[src/rtl/codec_adc_deserializer.sv]
// codec_adc_deserializer: oversampled I2S/left-justified ADC receiver, one channel to a held parallel word
// Ports:
//   clk, reset_n       50 MHz system clock, asynchronous active-low reset
//   aud_bclk           codec bit clock (async, <= clk/8)
//   aud_adclrck        codec ADC frame/channel clock (async)
//   aud_adcdat         codec ADC serial data, MSB first
//   clear_err          synchronous clear of frame_err (a simultaneous set wins)
//   sample_out         last complete captured word, held between updates
//   sample_valid       one-clk strobe when sample_out updates
//   frame_err          sticky framing-error flag
module codec_adc_deserializer #(
  parameter int SAMPLE_WIDTH = 16,
  parameter bit I2S_MODE = 1'b1,
  parameter bit CHANNEL_SEL = 1'b0
) (
  input  logic                    clk,
  input  logic                    reset_n,
  input  logic                    aud_bclk,
  input  logic                    aud_adclrck,
  input  logic                    aud_adcdat,
  input  logic                    clear_err,
  output logic [SAMPLE_WIDTH-1:0] sample_out,
  output logic                    sample_valid,
  output logic                    frame_err
);
  localparam int CW = $clog2(SAMPLE_WIDTH + 1);
  typedef enum logic [1:0] {IDLE, SKIP, SHIFT, WAIT} state_t;
  state_t state, start_state;
  logic bclk_s1, bclk_s2, bclk_d, lr_s1, lr_s2, dat_s1, dat_s2, lr_cap, primed;
  logic [SAMPLE_WIDTH-1:0] sreg;
  logic [CW-1:0] cnt;
  logic bclk_rise, lr_edge, hit, last_bit, start_take, restart, take, err, done;
  assign bclk_rise = bclk_s2 && !bclk_d;
  // primed keeps the very first capture after reset from posing as an LRCK edge
  assign lr_edge = bclk_rise && primed && (lr_s2 != lr_cap);
  assign hit = (I2S_MODE ? lr_s2 : !lr_s2) == CHANNEL_SEL;
  // in I2S the slot that carries the LRCK edge still holds the previous word's LSB
  assign last_bit = I2S_MODE && cnt == CW'(SAMPLE_WIDTH - 1);
  assign start_take = hit && !I2S_MODE;
  assign start_state = !hit ? WAIT : (I2S_MODE ? SKIP : SHIFT);
  assign restart = lr_edge && !(state == SHIFT && last_bit);
  assign err = lr_edge && (state == SKIP || (state == SHIFT && !last_bit));
  assign take = bclk_rise && (restart ? start_take : (state == SKIP || state == SHIFT));
  assign done = state == SHIFT && cnt == CW'(SAMPLE_WIDTH);
  always_ff @(posedge clk or negedge reset_n) begin
    if (!reset_n) begin
      {bclk_s1, bclk_s2, bclk_d, lr_s1, lr_s2, dat_s1, dat_s2} <= '0;
      lr_cap       <= 1'b0;
      primed       <= 1'b0;
      sreg         <= '0;
      cnt          <= '0;
      state        <= IDLE;
      sample_out   <= '0;
      sample_valid <= 1'b0;
      frame_err    <= 1'b0;
    end else begin
      {bclk_s1, bclk_s2, bclk_d} <= {aud_bclk, bclk_s1, bclk_s2};
      {lr_s1, lr_s2}             <= {aud_adclrck, lr_s1};
      {dat_s1, dat_s2}           <= {aud_adcdat, dat_s1};
      sample_valid <= done;
      frame_err    <= err || (frame_err && !clear_err);
      if (done) begin
        sample_out <= sreg;
        cnt        <= '0;
        state      <= WAIT;
      end
      if (bclk_rise) begin
        lr_cap <= lr_s2;
        primed <= 1'b1;
      end
      if (take) sreg <= {sreg[SAMPLE_WIDTH-2:0], dat_s2};
      if (restart) begin
        state <= start_state;
        cnt   <= start_take ? CW'(1) : '0;
      end else if (take) begin
        state <= SHIFT;
        cnt   <= cnt + 1'b1;
      end
    end
  end
endmodule

[config.mk]
export PLATFORM = sky130hd
export DESIGN_NAME = codec_adc_deserializer
export DESIGN_NICKNAME = d
export VERILOG_FILES = /design/src/rtl/codec_adc_deserializer.sv
export SDC_FILE = /design/constraint.sdc
export NUM_CORES = 1
export LEC_CHECK = 0
export CAP_MARGIN = 20
export CELL_PAD_IN_SITES_DETAIL_PLACEMENT = 2
export CELL_PAD_IN_SITES_GLOBAL_PLACEMENT = 2
export CORE_UTILIZATION = 39
export DETAILED_ROUTE_END_ITERATION = 7
export HOLD_SLACK_MARGIN = 0.03
export PLACE_DENSITY = 0.82
export SYNTH_ARGS = -nofsm -noshare
export SYNTH_HDL_FRONTEND = slang
export SYNTH_SLANG_ARGS = --single-unit
[constraint.sdc]
create_clock -name clk -period 2.3 [get_ports clk]
set_clock_uncertainty 0.05 [all_clocks]
set_input_delay 0.46 -clock clk [delete_from_list [all_inputs] [get_ports clk]]
set_output_delay 0.46 -clock clk [all_outputs]
set_load 0.01 [all_outputs]
==> metrics.yaml <==
clocking:
  cts_root_buf: "clkbuf_8"
  clkTransAtPathRegs_ns: 0.09
  cts_resized: 0
  cts_setup_buffers: 0
  numCtsBuffers: 5
  numClockSinks: 50
  cts-htree-levels: 2
  clock_latency_ns: 0.30
  cts_max_path_buffers: 2
  tritoncts: "yes"
  postCtsHoldBufs: 0
critical_path:
  critical_path.top_delay_family: "simple AND/OR/NAND/NOR gates"
  crit_path_max_incr_delay_ns: 0.45
  cp.arrival_ns: 2.27
  r2r-start: "state[0]"
  r2r_cells: 6
  slowest_stage: "or3b_1"
  path_buf_inv: 2
  r2r_end: "sreg[3]"
  cp.required_ns: 2.44
  worstPathCellList: "inv_1 -> ha_1 -> or3b_1 -> a31oi_4 -> buf_12 -> mux2_2"
  startpoint: "state[0]"
  endpoint_kind: "register"
  critPathLaunchType: "register"
  reg2reg_slack_ns: 0.17
  worstPathMaxFanout: 16
  critPathKind: "reg2reg"
synth:
  ys_seq_elements: 50
  postSynth.asyncResetShare: 1.00
  synth-edff-count: 0
  syn_avg_cell_area_um2: 15.0
  ys.flop_type: "dfrtp_1"
  yosysSeqAreaShare: 0.608
  syn_inst: 137
  yosys_warnings: 0
  syn-num-nets: 148
  synth_cell_types: 28
  synth_area_mm2: 0.00206
final_layout:
  nFillCells: 496
  seqCellArea_mm2: 0.00125
  final_area_mm2: 0.00247
  nets: 178
  layout_commonest_cell: "dfrtp_1"
  utilization: 0.484
  drive_gt1_frac: 0.304
  synthToLayoutAreaGrowth_pct: 19.9
  final_cell_mix: "dfrtp_1, mux2_2, clkdlybuf4s50_1"
  final_cell_count_no_fill: 238
  n_antenna_cell: 0
  multi_input_area_um2: 719
routing:
  wl_per_cell_um: 18.5
  drc_errors: 0
  firstDrtPassIters: 4
  via_per_inst: 4.99
  drt_iter0_drc: 20
  vias: 1188
  ant_nets: 0
  routed_wl_um: 4410
place:
  preCtsSetupSlack_ns: 0.166
  routabilityCongestion: 0.669
  hpwlAfterDp_um: 3270
  dpl_cell_area_mm2: 0.00237
  portBuffers: 23
  dp_cells: 230
floorplan:
  coreArea_mm2: 0.00511
  die_width_um: 74.7
  dieArea_mm2: 0.00558
  num_rows: 26
  ioPinCount: 24
  die_h_um: 74.7
  start_util: 0.403
timing:
  layout_min_cycle_time_ns: 2.13
  rsz0062_at_grt: "false"
  finalSetupViolations: 0
  finalSetupTns_ns: 0
  fmax_ghz: 0.469
  hold_viol: 0
  tightest_slew_ns: 0.765
  worst_hold_slack_ns: 0.0533
  slew_violations: 0
  setup_slack_ns: 0.170
  slew-limit-headroom: 0.490
  post-route-period-util: 0.926
power_and_ir_drop:
  p_per_area_mw_per_mm2: 796
  vdd_drop_max_mv: 0.278
  total_power_mw: 1.97
  leakage_nw: 1.14
global_route:
  antenna_found_initial: 0
  grt_pass1_wl_um: 7630
  gr-total-overflow: 0
  grt_start_max_net_pins: 22
  grt_usage: 0.192
  grt_pass1_vias: 1385
outcome:
  outcome: "completed"
hold_path:
  holdCritPathClass: "in2async"
job:
  max_cap_violations: 0
==> layer usage <==
layer  GRT usage  routed length (µm)
met1       0.238                1840
met2       0.329                2380
met3      0.0495                 144
met4      0.0650                  44
met5           0                   0
==> synth_stat cells, types with 2 or more instances <==
cell type   n  share of area
nand3_1     2         0.0049
or3_1       2         0.0061
ha_1        5          0.030
mux2_4     10          0.073
a21oi_1     6          0.015
mux2_2     24           0.13
inv_1      10          0.018
dfrtp_1    50           0.61
nand2_1     3         0.0055
o21ai_0     3         0.0073
o211ai_1    4          0.015
buf_6       2          0.011
==> logic make-up (layout without fill, tap and decap cells) <==
kind of cell,count (synthesis),count (layout),share of synthesized area
AO/OA/AOI/OAI,16,16,0.0535
XOR/XNOR,1,1,0.00425
AND/OR/NAND/NOR,16,16,0.0571
adder cells (fa/ha/maj),5,5,0.0304
flip-flops,50,50,0.608
buffers and inverters,15,46,0.0431
multiplexers,34,34,0.204
==> worst max-delay path by stage <==
stage / endpoint / slack [ns] / cells past startpoint
2_1_floorplan: sreg[10] / 0.22 / 7
3_5_place_dp: sreg[3] / 0.17 / 6
3_3_place_gp: sample_out[14] / 0.32 / 5
4_1_cts: sreg[3] / 0.15 / 6
5_1_grt: sample_out[5] / 0.05 / 5
6_report: sreg[3] / 0.17 / 6
==> final cells by class <==
type / instances / area share
Clock buffer: 6 / 0.0334
Clock inverter: 2 / 0.00659
Inverter: 10 / 0.0152
Multi-Input combinational cell: 72 / 0.291
Sequential cell: 50 / 0.507
Tap cell: 70 / 0.0355
Timing Repair Buffer: 28 / 0.111
==> power by group <==
group	switching, mW	internal, mW	total (mW)
combinational	0.194	0.172	0.366
sequential	0.0798	0.970	1.05
clock	0.303	0.248	0.551
==> sequential cells by signal, indices dropped and copies added (netlist names) <==
name,cells
bclk_d,1
bclk_s1,1
bclk_s2,1
cnt,5
dat_s1,1
dat_s2,1
frame_err,1
lr_cap,1
lr_s1,1
lr_s2,1
primed,1
sample_out,16
sample_valid,1
sreg,16
state,2
Note: power is estimated with default switching activity, not from simulation.
